==> src/rtl/mac_accum_pkg.sv <==
// Shared definitions for the pipelined MAC accumulator: operation codes,
// default slice width and a small decode helper.
package mac_accum_pkg;

   localparam int W_SLICE_DFLT = 16;
   localparam int ACC_W        = 2 * W_SLICE_DFLT;

   typedef enum logic [1:0] {
      OP_ADD  = 2'b00,
      OP_SUB  = 2'b01,
      OP_LOAD = 2'b10,
      OP_HOLD = 2'b11
   } op_e;

   // True for the operations that go through the add/sub slices.
   function automatic logic op_is_arith(input op_e op);
      return (op == OP_ADD) || (op == OP_SUB);
   endfunction

endpackage

==> src/rtl/mac_accum_pipe_slice.sv <==
// Combinational add/sub slice. CI and CO share one meaning per operation:
// on ADD they are carry-in/carry-out, on SUB they are borrow-in/borrow-out,
// so slices cascade directly without any glue inversion.
module accum_slice16 #(
   parameter int W = 16
) (
   input  logic [W-1:0] A,
   input  logic [W-1:0] B,
   input  logic         SUB,
   input  logic         CI,
   output logic [W-1:0] SUM,
   output logic         CO
);

   logic [W-1:0] b_eff;
   logic         c_eff;
   logic [W:0]   ext;

   // A - B - borrow is computed as A + ~B + ~borrow; the raw carry is then
   // inverted back into a borrow.
   always_comb begin
      b_eff = SUB ? ~B : B;
      c_eff = CI ^ SUB;
      ext   = {1'b0, A} + {1'b0, b_eff} + {{W{1'b0}}, c_eff};
   end

   assign SUM = ext[W-1:0];
   assign CO  = ext[W] ^ SUB;

endmodule

==> src/rtl/mac_accum_pipe.sv <==
// Two-stage 32-bit accumulator. Stage 1 updates the low half and registers
// the cascade carry/borrow; stage 2 updates the high half with it and
// produces the result beat. Per-half skew is a constant one cycle, so
// back-to-back beats see a consistent accumulator without forwarding.
//
// Handshake: an input beat transfers on a rising edge where
// IN_VALID & IN_READY; a result beat transfers on a rising edge where
// OUT_VALID & OUT_READY. The pipeline advances only when the output slot
// is empty or being drained (adv), and CLEAR blocks acceptance.
module mac_accum_pipe
   import mac_accum_pkg::*;
#(
   parameter int W_SLICE    = W_SLICE_DFLT,
   parameter bit STICKY_OVF = 1'b1
) (
   input  logic                 CLK,
   input  logic                 RST_N,
   input  logic                 IN_VALID,
   output logic                 IN_READY,
   input  logic [1:0]           OP,
   input  logic [2*W_SLICE-1:0] OPND,
   input  logic                 CLEAR,
   output logic                 OUT_VALID,
   input  logic                 OUT_READY,
   output logic [2*W_SLICE-1:0] ACC_OUT,
   output logic                 CO,
   output logic                 OVF
);

   localparam int AW = 2 * W_SLICE;

   op_e                 op_in;
   logic                adv;
   logic                accept;

   // stage 1 state
   logic [W_SLICE-1:0]  acc_lo_q, acc_lo_d;
   logic                c1_q, c1_d;
   op_e                 s1_op_q;
   logic [W_SLICE-1:0]  s1_opnd_hi_q;
   logic [W_SLICE-1:0]  s1_lo_q;
   logic                s1_valid_q;

   // stage 2 state
   logic [W_SLICE-1:0]  acc_hi_q, acc_hi_d;
   logic [AW-1:0]       acc_out_q;
   logic                co_q, co_d;
   logic                ovf_q, ovf_d;
   logic                beat_ovf;
   logic                out_valid_q;

   // slice connections
   logic                lo_sub, hi_sub;
   logic [W_SLICE-1:0]  lo_sum, hi_sum;
   logic                lo_co, hi_co;
   logic                a_s, b_s, r_s;

   assign op_in    = op_e'(OP);
   assign adv      = ~out_valid_q | OUT_READY;
   assign IN_READY = adv & ~CLEAR;
   assign accept   = IN_VALID & IN_READY;

   assign lo_sub = (op_in == OP_SUB);
   assign hi_sub = (s1_op_q == OP_SUB);

   accum_slice16 #(.W(W_SLICE)) u_slice_lo (
      .A   (acc_lo_q),
      .B   (OPND[W_SLICE-1:0]),
      .SUB (lo_sub),
      .CI  (1'b0),
      .SUM (lo_sum),
      .CO  (lo_co)
   );

   accum_slice16 #(.W(W_SLICE)) u_slice_hi (
      .A   (acc_hi_q),
      .B   (s1_opnd_hi_q),
      .SUB (hi_sub),
      .CI  (c1_q),
      .SUM (hi_sum),
      .CO  (hi_co)
   );

   // Stage 1 next state: low half and cascade carry for the incoming beat.
   always_comb begin
      acc_lo_d = acc_lo_q;
      c1_d     = 1'b0;
      if (op_is_arith(op_in)) begin
         acc_lo_d = lo_sum;
         c1_d     = lo_co;
      end else if (op_in == OP_LOAD) begin
         acc_lo_d = OPND[W_SLICE-1:0];
      end
   end

   // Stage 2 next state: high half, top carry/borrow and signed overflow.
   always_comb begin
      acc_hi_d = acc_hi_q;
      co_d     = 1'b0;
      beat_ovf = 1'b0;
      a_s      = acc_hi_q[W_SLICE-1];
      b_s      = s1_opnd_hi_q[W_SLICE-1];
      r_s      = hi_sum[W_SLICE-1];
      case (s1_op_q)
         OP_ADD: begin
            acc_hi_d = hi_sum;
            co_d     = hi_co;
            beat_ovf = (a_s == b_s) && (r_s != a_s);
         end
         OP_SUB: begin
            acc_hi_d = hi_sum;
            co_d     = hi_co;
            beat_ovf = (a_s != b_s) && (r_s != a_s);
         end
         OP_LOAD: acc_hi_d = s1_opnd_hi_q;
         default: acc_hi_d = acc_hi_q;
      endcase
      ovf_d = STICKY_OVF ? (ovf_q | beat_ovf) : beat_ovf;
   end

   // Stage 1 registers: capture an accepted beat, bubble on an idle advance.
   always_ff @(posedge CLK or negedge RST_N) begin
      if (!RST_N) begin
         acc_lo_q     <= '0;
         c1_q         <= 1'b0;
         s1_op_q      <= OP_ADD;
         s1_opnd_hi_q <= '0;
         s1_lo_q      <= '0;
         s1_valid_q   <= 1'b0;
      end else if (CLEAR) begin
         acc_lo_q   <= '0;
         c1_q       <= 1'b0;
         s1_valid_q <= 1'b0;
      end else if (adv) begin
         if (accept) begin
            acc_lo_q     <= acc_lo_d;
            c1_q         <= c1_d;
            s1_op_q      <= op_in;
            s1_opnd_hi_q <= OPND[AW-1:W_SLICE];
            s1_lo_q      <= acc_lo_d;
            s1_valid_q   <= 1'b1;
         end else begin
            s1_valid_q <= 1'b0;
         end
      end
   end

   // Stage 2 registers: commit the high half and present the result beat.
   always_ff @(posedge CLK or negedge RST_N) begin
      if (!RST_N) begin
         acc_hi_q    <= '0;
         acc_out_q   <= '0;
         co_q        <= 1'b0;
         ovf_q       <= 1'b0;
         out_valid_q <= 1'b0;
      end else if (CLEAR) begin
         acc_hi_q    <= '0;
         ovf_q       <= 1'b0;
         out_valid_q <= 1'b0;
      end else if (adv) begin
         if (s1_valid_q) begin
            acc_hi_q    <= acc_hi_d;
            acc_out_q   <= {acc_hi_d, s1_lo_q};
            co_q        <= co_d;
            ovf_q       <= ovf_d;
            out_valid_q <= 1'b1;
         end else begin
            out_valid_q <= 1'b0;
         end
      end
   end

   assign OUT_VALID = out_valid_q;
   assign ACC_OUT   = acc_out_q;
   assign CO        = co_q;
   assign OVF       = ovf_q;

endmodule

==> config.mk <==
export PLATFORM = sky130hd
export DESIGN_NAME = mac_accum_pipe
export DESIGN_NICKNAME = d
export VERILOG_FILES = /design/src/rtl/mac_accum_pkg.sv /design/src/rtl/mac_accum_pipe_slice.sv /design/src/rtl/mac_accum_pipe.sv
export SDC_FILE = /design/constraint.sdc
export NUM_CORES = 1
export LEC_CHECK = 0
export BUFFER_PORTS_ARGS = -buffer_cell sky130_fd_sc_hd__buf_2
export CAP_MARGIN = 20
export CELL_PAD_IN_SITES_DETAIL_PLACEMENT = 1
export CELL_PAD_IN_SITES_GLOBAL_PLACEMENT = 1
export CORE_ASPECT_RATIO = 0.9
export CORE_MARGIN = 2
export CORE_UTILIZATION = 41
export DETAILED_ROUTE_END_ITERATION = 8
export PLACE_DENSITY_LB_ADDON = 0.2
export SYNTH_ARGS = -nofsm -noshare
export SYNTH_HDL_FRONTEND = slang
export SYNTH_SLANG_ARGS = --single-unit
==> constraint.sdc <==
create_clock -name CLK -period 3.7 [get_ports CLK]
set_input_delay 0.37 -clock CLK [delete_from_list [all_inputs] [get_ports CLK]]
set_output_delay 0.37 -clock CLK [all_outputs]
set_load 0.02 [all_outputs]
==> results of run 1 <==
layout by cell type (no fill, tap or decap), drive strengths merged, types with 9 or more instances in the layout:
master  synthesis  routed
o211ai         14      14
o21ai          35      35
a21o           30      30
nand2         174     174
a211oi         15      15
mux2i          28      28
nand3          13      13
mux2            9       9
xor2           10      10
ha             30      30
buf            13      89
clkbuf         26      10
inv             8      11
dfrtp         103     103
nor2           40      40
a21oi          48      48
xnor2          42      42
area by class of cell:
| class | instances | area [sq um] |
|---|---|---|
| Tap cell | 202 | 252.7 |
| Clock buffer | 10 | 239.0 |
| Multi-Input combinational cell | 577 | 3675 |
| Fill cell | 1847 | 8063 |
| Inverter | 8 | 30.03 |
| Clock inverter | 6 | 52.55 |
| Sequential cell | 103 | 2577 |
| Timing Repair Buffer | 89 | 498.0 |
through the flow:
| step | cells | total power [W] |
|---|---|---|
| 2_1_floorplan | 727 | 0.002638 |
| 3_3_place_gp | 979 | 0.003050 |
| 3_5_place_dp | 979 | 0.003127 |
| 4_1_cts | 995 | 0.004100 |
| 5_1_grt | 995 | 0.004346 |
| 6_report | 995 | 0.004051 |
sequential cells by signal, summed over array words and instances (netlist names):
name          count
ACC_OUT          32
CO                1
OUT_VALID         1
OVF               1
acc_hi_q         16
acc_lo_q         16
c1_q              1
s1_lo_q          16
s1_op_q           2
s1_opnd_hi_q     16
s1_valid_q        1
power breakdown:
| part | internal (W) | switching [W] | leakage [nW] |
|---|---|---|---|
| clock | 0.000486 | 0.000464 | 0.144 |
| sequential | 0.00137 | 0.000170 | 1.33 |
| combinational | 0.000615 | 0.000951 | 2.32 |
kinds of logic (layout without fill, tap and decap cells):
logic type / after synthesis / in the layout / share of synthesized area
buffers and inverters: 47 / 113 / 0.02916
flip-flops: 103 / 103 / 0.4005
AND/OR/NAND/NOR: 268 / 268 / 0.1757
XOR/XNOR: 52 / 52 / 0.07076
multiplexers: 37 / 37 / 0.05929
adder cells (fa/ha/maj): 33 / 33 / 0.06765
AO/OA/AOI/OAI: 187 / 187 / 0.1969
per-layer routing:
| layer | vias to the layer above | part of all wire | GRT usage |
|---|---|---|---|
| met5 | - | 0 | 0 |
| met1 | 2827 | 0.44 | 0.2844 |
| met2 | 80 | 0.51 | 0.4240 |
| li1 | 2666 | - | - |
| met4 | 0 | 0.018 | 0.07682 |
| met3 | 26 | 0.030 | 0.04131 |
worst min path at each step:
| stage | endpoint | cells past startpoint | slack [ps] |
|---|---|---|---|
| floorplan | ACC_OUT[0] | 0 | 70 |
| global placement | ACC_OUT[17] | 1 | 460 |
| detailed placement | ACC_OUT[9] | 2 | 460 |
| CTS | ACC_OUT[7] | 1 | 170 |
| global route | s1_opnd_hi_q[15] | 3 | 190 |
| finish | ACC_OUT[25] | 1 | 140 |
==> reports/results.ini, run 1 <==
[run_status]
status = finished, final reports clean

[worst_setup_path]
critical_path.cell_chain = nand2b_1 -> xnor2_1 -> fa_1 -> fa_1 -> a211o_1 -> a211oi_2 -> nor3b_1 -> o311ai_1 -> mux2i_1 -> o311ai_1
crit_fanout = 5
critPathArrivalTime_ps = 3590
worstReg2RegStart = s1_op_q[1]
start_kind = register
rrSetupSlack_ps = 340
slowest_delay_ps = 450
endpoint_kind = register
critPathSlowestCell = fa_1
r2r_end = CO
cp.depth = 10
path_buf_inv = 0
crit_type = reg2reg
required_ps = 3930
crit_start = s1_op_q[1]
crit_family = compound AO/OA/AOI/OAI gates
crit_end = CO
ff2ff_path_depth = 10

[cells_and_area]
syn_to_final_growth_pct = 13.80
postLayoutCellArea_sq_um = 7325
nNetsFinal = 860
antenna_cells = 0
postLayoutCoreUtil = 0.4760
drive_gt1_frac = 0.1526

[synth]
syn-cell-area_sq_um = 6436
yosysTopAreaCell = dfrtp_1
synth_edf_count = 0
syn-instance-count = 727
seq_area_frac_synth = 0.4005
synthFlopType = dfrtp_1
avgSynthCellArea_sq_um = 8.853
synth_top_area_frac = 0.4005
synthTopCellsByArea = dfrtp_1 40%, nand2_1 10%, ha_1 5.8%
synth_common_cells = 174 x nand2_1, 103 x dfrtp_1, 47 x a21oi_1
synthArstFlopShare = 1.000
synth.most_common_cell = nand2_1
yosysUniqueCellTypes = 62
syn-num-nets = 799
yosysWarnings = 0
synth_seq_cells = 103

[power]
power_density_nw_per_um2 = 553.1
ir_drop_v = 0.0002926
cellLeakagePower_nw = 3.789

[floorplan]
die_area_sq_um = 16720
io_pins = 75
die_h_um = 122.9
rows = 43
initial_core_util = 0.4183
die_w_um = 136.1
coreArea_sq_um = 15390

[global_route]
antenna_found_initial = 0
grt_first_pass_wirelength_um = 30780
grtUsageTotal = 0.2353
grt_max_degree = 68
overflow = 0
grt_pass1_vias = 6156

[route]
wl_per_cell_um = 18.37
final_antenna_net_count = 0
initialDrtViolationCount = 271
drc = 0
drt-total-wl_um = 18280
via_per_inst = 5.627
dr.pass1.iters = 4
vias = 5599

[placement]
dpl.hpwl_um = 13350
placed_area_sq_um = 7033
port_buffers = 74
pre_cts_ws_ps = 398.5
gp_congestion = 0.8994

[sta]
worst_pin_slew_ps = 1060
fin_crit_ps = 3363
whs_ps = 137.8
slew_viol_final = 0
setup_viol = 0
hold_violations = 0
rsz0062_at_grt = no
timing.slew.headroom = 0.2915
setup_ws_ps = 336.8
period_share = 0.9090
totalNegativeSetupSlack_ps = 0
fmax_ghz = 0.2973
skew_ps = 9.402

[run]
drv_cap = 0

[clock_network]
ctsLongestPathBuffers = 2
h-tree-depth = 3
path_clk_slew_ps = 70
cts_tree = yes
cts_setup_buffers = 0
cts-root-buf = clkbuf_16
holdBufCountCts = 0
insertion_delay_ps = 360
ctsResizeCount = 0
numCtsBuffers = 9
cts.sinks = 103

[min_path]
hold_class = in2async

No activity file was read; power rests on OpenSTA's default activity.
==> run 2: changes to the inputs <==
--- a/config.mk
+++ b/config.mk
@@ -9,7 +9,6 @@
 export CAP_MARGIN = 20
 export CELL_PAD_IN_SITES_DETAIL_PLACEMENT = 1
 export CELL_PAD_IN_SITES_GLOBAL_PLACEMENT = 1
-export CORE_ASPECT_RATIO = 0.9
 export CORE_MARGIN = 2
 export CORE_UTILIZATION = 41
 export DETAILED_ROUTE_END_ITERATION = 8
==> run 2 against run 1 <==
Non-clock buffer count stayed put. Clock power is 1% lower. Combinational power hardly changed. Largest power group unchanged. Cell area is 0.15% higher. First-iteration DRC count is 11% lower. Sequential power hardly changed. Largest cell class unchanged. Highest routed layer unchanged. Worst hold slack better by 34 ps. Total power is 0.22% lower. Sequential share of layout area is 0.054 points lower.
==> reports/results.ini, run 2 (synthesis results as in run 1) <==
[power]
pwr-share-comb = 0.387  ; about the same
ir_drop_v = 0.0002354  ; -20%
p_int_w = 0.002452  ; -0.60%
cellLeakagePower_nw = 3.783  ; -0.17%
swShare = 0.3934  ; +0.002322
power_density_nw_per_um2 = 551.0  ; -0.38%
clkPwrFrac = 0.232  ; -0.002
p_seq_frac = 0.381  ; +0.002
p_switching_w = 0.001590  ; +0.37%

[sta]
worst_pin_slew_ps = 1006  ; -53.33 ps
timing.slew.headroom = 0.3290  ; +0.03753
hold_violations = 0  ; unchanged
fin_crit_ps = 3357  ; -5.688 ps
setup_viol = 0  ; unchanged
setup_ws_ps = 342.5  ; +5.688 ps
skew_ps = 15.12  ; +5.716 ps
fmax_ghz = 0.2978  ; +0.17%
period_share = 0.9074  ; -0.001537
rsz0062_at_grt = no
totalNegativeSetupSlack_ps = 0  ; unchanged
slew_viol_final = 0  ; unchanged

[clock_network]
ctsLongestPathBuffers = 2  ; unchanged
cts.sinks = 103  ; unchanged
numCtsBuffers = 9  ; unchanged
cts-root-buf = clkbuf_16
ctsResizeCount = 0  ; unchanged
insertion_delay_ps = 360  ; about the same
path_clk_slew_ps = 80  ; about the same
holdBufCountCts = 0  ; unchanged
cts_tree = yes
h-tree-depth = 3  ; unchanged
cts_setup_buffers = 0  ; unchanged

[run_status]
status = finished, final reports clean

[cells_and_area]
seqCellArea_sq_um = 2577  ; unchanged
multi_input_area_sq_um = 3680  ; +0.14%
antenna_cells = 0  ; unchanged
layout_commonest_cell = nand2_1
largest_reg_flops = 32  ; unchanged
nNetsFinal = 860  ; unchanged
fillCellCount = 1794  ; -2.9%
drive_gt1_frac = 0.1538  ; +0.001261
syn_to_final_growth_pct = 13.98
final_cell_mix = 174 x nand2_1, 103 x dfrtp_1, 73 x buf_2
instances_no_fill = 1004  ; +0.90%

[worst_setup_path]
critical_path.cell_chain = nand2b_1 -> xnor2_1 -> fa_1 -> fa_1 -> a211o_1 -> a211oi_2 -> nor3b_1 -> o311ai_1 -> mux2i_1 -> o311ai_1
rrSetupSlack_ps = 340  ; about the same
worstReg2RegStart = s1_op_q[1]
endpoint_kind = register
critPathArrivalTime_ps = 3590  ; about the same
crit_fanout = 5  ; unchanged
slowest_delay_ps = 470  ; +20 ps
crit_type = reg2reg
critPathSlowestCell = fa_1
start_kind = register
crit_start = s1_op_q[1]
required_ps = 3930  ; about the same

[floorplan]
die_w_um = 129.3  ; -5.0%
io_pins = 75  ; unchanged
rows = 45  ; +4.7%
coreArea_sq_um = 15260  ; -0.84%
die_h_um = 129.3  ; +5.2%
initial_core_util = 0.4218  ; +0.003533
die_area_sq_um = 16720  ; about the same

[placement]
port_buffers = 74  ; unchanged
dpl.hpwl_um = 13450  ; +0.75%
gp_congestion = 0.9160  ; +1.8%
pre_cts_ws_ps = 359.4  ; -39.10 ps
dp.cells = 988  ; +0.92%

[route]
wl_per_cell_um = 18.26  ; -0.63%
vias = 5560  ; -0.70%
final_antenna_net_count = 0  ; unchanged
wl_met1_um = 7834  ; -2.8%
met3WireLength_um = 592  ; +7.4%
initialDrtViolationCount = 240  ; -11%
drc = 0  ; unchanged
dr_wl_met2_um = 9611  ; +3.0%
dr.pass1.iters = 4  ; unchanged
drt-total-wl_um = 18330  ; +0.27%
via_per_inst = 5.538  ; -1.6%
highest_layer = met4

[global_route]
antenna_found_initial = 0  ; unchanged
overflow = 0  ; unchanged
grt_max_degree = 76  ; +12%
grt_first_pass_wirelength_um = 30350  ; -1.4%
grtUsageTotal = 0.2320  ; -0.003290
grt_pass1_vias = 6056  ; -1.6%

[min_path]
hold_class = in2async

[run]
drv_cap = 0  ; unchanged

run 2: cell types whose count changed in the layout (fill, tap and decap cells not counted):
cell and delta:
nand3_2 +1, inv_6 +1, clkinvlp_4 +2, clkinv_4 -3, clkbuf_8 -1, inv_8 +1, nand3_1 -1
run 2: area by class of cell:
cell class | count | share of cell area
flip-flops and latches | 103 | 0.3514
inverters | 8 | 0.004093
clock buffers | 9 | 0.03070
multi-input cells | 577 | 0.5016
well taps | 211 | 0.03599
repair buffers | 89 | 0.06788
clock inverters | 7 | 0.008357
run 2: metrics by stage:
step           hold WS [ps]  utilization  total power, W  cell area (sq um)
2_1_floorplan         74.41            -        0.002638               6436
3_3_place_gp          453.0       0.4620        0.003061               7049
3_5_place_dp          453.7       0.4620        0.003133               7049
4_1_cts               192.4       0.4808        0.004093               7336
5_1_grt               207.3       0.4808        0.004328               7336
6_report              172.3       0.4808        0.004042               7336
run 2: path summary, 6_finish.rpt:
kind | endpoint | cells after the start
max reg2reg | CO | 10
min reg2reg | ACC_OUT[7] | 2
max in group asynchronous | ACC_OUT[0] | 2
min | CO | 1
min in group CLK | s1_opnd_hi_q[10] | 3
max | CO | 10
run 2: power by group through the flow:
stage / Clock (W) / Combinational (W) / Sequential (W)
3_3_place_gp: 0 / 0.00151 / 0.00155
6_report: 0.000937 / 0.00156 / 0.00154
2_1_floorplan: 0 / 0.000967 / 0.00167
4_1_cts: 0.000969 / 0.00158 / 0.00154
5_1_grt: 0.00101 / 0.00174 / 0.00157
3_5_place_dp: 0 / 0.00157 / 0.00156
run 2: worst max-delay path, delay by kind of cell, from the launching register on:
kind / cells / cell delay [ps]
AOI/OAI and AO/OA: 4 / 1170
xor gates and xnor gates: 1 / 180
adders and majority gates: 2 / 920
DFF: 1 / 370
muxes: 1 / 240
and+or+nand+nor: 2 / 350
run 2: per-layer routing:
metal	global-route usage	vias up
li1	-	2661
met1	0.2759	2789
met2	0.4269	91
met3	0.04748	19
met4	0.05818	0
met5	0	-
==> run 3: changes to the inputs <==
--- a/config.mk
+++ b/config.mk
@@ -9,6 +9,7 @@
 export CAP_MARGIN = 20
 export CELL_PAD_IN_SITES_DETAIL_PLACEMENT = 1
 export CELL_PAD_IN_SITES_GLOBAL_PLACEMENT = 1
+export CORE_ASPECT_RATIO = 0.5
 export CORE_MARGIN = 2
 export CORE_UTILIZATION = 41
 export DETAILED_ROUTE_END_ITERATION = 8
==> run 3 against run 2 <==
Combinational power about the same. Wire length decreased by 5.2%. Maximum frequency increased by 3.6%. Global-route usage decreased by 1.5 points. Worst hold slack lost 78 ps. Clock skew fell by 5.6 ps. Total power is 2.9% higher. Utilization about the same. Non-clock buffer count is the same. Cell area rose by 0.67%. Sequential power barely moved. First-iteration DRC count up 8.3%. Highest routed layer unchanged.
==> reports/results.ini, run 3 (synthesis results as in run 1) <==
[worst_setup_path]
critPathSlowestCell = fa_1
path_buf_inv = 0  ; unchanged
start_kind = register
crit_family = compound AO/OA/AOI/OAI gates
ff2ff_path_depth = 10  ; unchanged
required_ps = 3920  ; about the same
crit_type = reg2reg
critical_path.cell_chain = nand2b_1 -> xnor2_1 -> fa_1 -> fa_1 -> a211o_1 -> a211oi_2 -> nor3b_1 -> o311ai_1 -> mux2i_1 -> o311ai_1
crit_fanout = 5  ; unchanged
worstReg2RegStart = s1_op_q[1]
endpoint_kind = register
rrSetupSlack_ps = 460  ; +120 ps
crit_start = s1_op_q[1]
slowest_delay_ps = 460  ; about the same
critPathArrivalTime_ps = 3460  ; -130 ps
r2r_end = CO

[floorplan]
initial_core_util = 0.4186  ; -0.003192
die_w_um = 181.2  ; +40%
die_area_sq_um = 16780  ; +0.37%
io_pins = 75  ; unchanged
rows = 32  ; -29%
coreArea_sq_um = 15370  ; +0.76%
die_h_um = 92.60  ; -28%

[clock_network]
h-tree-depth = 3  ; unchanged
path_clk_slew_ps = 80  ; about the same
numCtsBuffers = 9  ; unchanged
cts_setup_buffers = 0  ; unchanged
insertion_delay_ps = 350  ; about the same
holdBufCountCts = 0  ; unchanged
ctsResizeCount = 0  ; unchanged
cts.sinks = 103  ; unchanged
cts_tree = yes
ctsLongestPathBuffers = 2  ; unchanged
cts-root-buf = clkbuf_16

[power]
clkPwrFrac = 0.258  ; +0.026
p_int_w = 0.002598  ; +6.0%
power_w = 0.004159  ; +2.9%
p_switching_w = 0.001561  ; -1.9%
pwr-share-comb = 0.373  ; -0.014
power_density_nw_per_um2 = 563.1  ; +2.2%
cellLeakagePower_nw = 3.808  ; +0.66%
swShare = 0.3753  ; -0.01814
ir_drop_v = 0.0002447  ; +3.9%
p_seq_frac = 0.369  ; -0.012

[sta]
fmax_ghz = 0.3086  ; +3.6%
slew_viol_final = 0  ; unchanged
setup_viol = 0  ; unchanged
worst_pin_slew_ps = 950.8  ; -55.67 ps
totalNegativeSetupSlack_ps = 0  ; unchanged
timing.slew.headroom = 0.3661  ; +0.03711
period_share = 0.8757  ; -0.03171
skew_ps = 9.507  ; -5.611 ps
rsz0062_at_grt = no
fin_crit_ps = 3240  ; -117.3 ps
hold_violations = 0  ; unchanged
whs_ps = 94.61  ; -77.65 ps

[cells_and_area]
syn_to_final_growth_pct = 14.74
nNetsFinal = 860  ; unchanged
final_cell_mix = 174 x nand2_1, 103 x dfrtp_1, 73 x buf_2
layout_commonest_cell = nand2_1
antenna_cells = 0  ; unchanged
largest_reg_flops = 32  ; unchanged
drive_gt1_frac = 0.1538  ; unchanged

[placement]
dpl.hpwl_um = 12680  ; -5.7%
port_buffers = 74  ; unchanged
gp_congestion = 0.8292  ; -9.5%

[route]
dr.pass1.iters = 4  ; unchanged
drc = 0  ; unchanged
vias = 5516  ; -0.79%
drt-total-wl_um = 17380  ; -5.2%
wl_per_cell_um = 17.43  ; -4.6%
via_per_inst = 5.533  ; about the same
initialDrtViolationCount = 260  ; +8.3%
final_antenna_net_count = 0  ; unchanged

[global_route]
grt_first_pass_wirelength_um = 29210  ; -3.8%
grtUsageTotal = 0.2170  ; -0.01499
grt_pass1_vias = 5784  ; -4.5%
antenna_found_initial = 0  ; unchanged
overflow = 0  ; unchanged
grt_max_degree = 59  ; -22%

[run]
drv_cap = 0  ; unchanged

[min_path]
hold_class = in2async

[run_status]
status = finished, final reports clean

## run 3: worst max path at each step
stage          end  slack [ps]  cells past startpoint
6_report        CO         460                     10
4_1_cts         CO         440                     10
3_3_place_gp    CO         540                     10
2_1_floorplan   CO         250                     13
5_1_grt         CO         230                     10
3_5_place_dp    CO         470                     10
## run 3: metrics by stage
stage	instances	utilization	setup WS (ps)	instance area [sq um]
6_report	997	0.4803	459.8	7385
5_1_grt	997	0.4803	226.2	7385
4_1_cts	997	0.4803	442.8	7385
3_5_place_dp	981	0.4587	465.2	7053
3_3_place_gp	981	0.4587	542.5	7053
2_1_floorplan	727	-	247.1	6436
## run 3: final cells by class
class	count	area [sq um]
fill	1856	7990
multi-input combinational	577	3680
sequential	103	2577
timing repair buffer	89	510.5
tap	204	255.2
clock buffer	10	239.0
clock inverter	6	92.59
inverter	8	30.03
## run 3: metal layers
layer / global-route usage / routed length, um
met1: 0.2933 / 8663
met2: 0.3758 / 8079
met3: 0.02871 / 457
met4: 0.04472 / 175
met5: 0 / 0
## run 3: power groups by stage
stage	clock network [W]	registers, W	logic, W
2_1_floorplan	0	0.00167	0.000967
3_3_place_gp	0	0.00155	0.00151
3_5_place_dp	0	0.00156	0.00156
4_1_cts	0.00110	0.00154	0.00157
5_1_grt	0.00114	0.00157	0.00173
6_report	0.00107	0.00154	0.00155
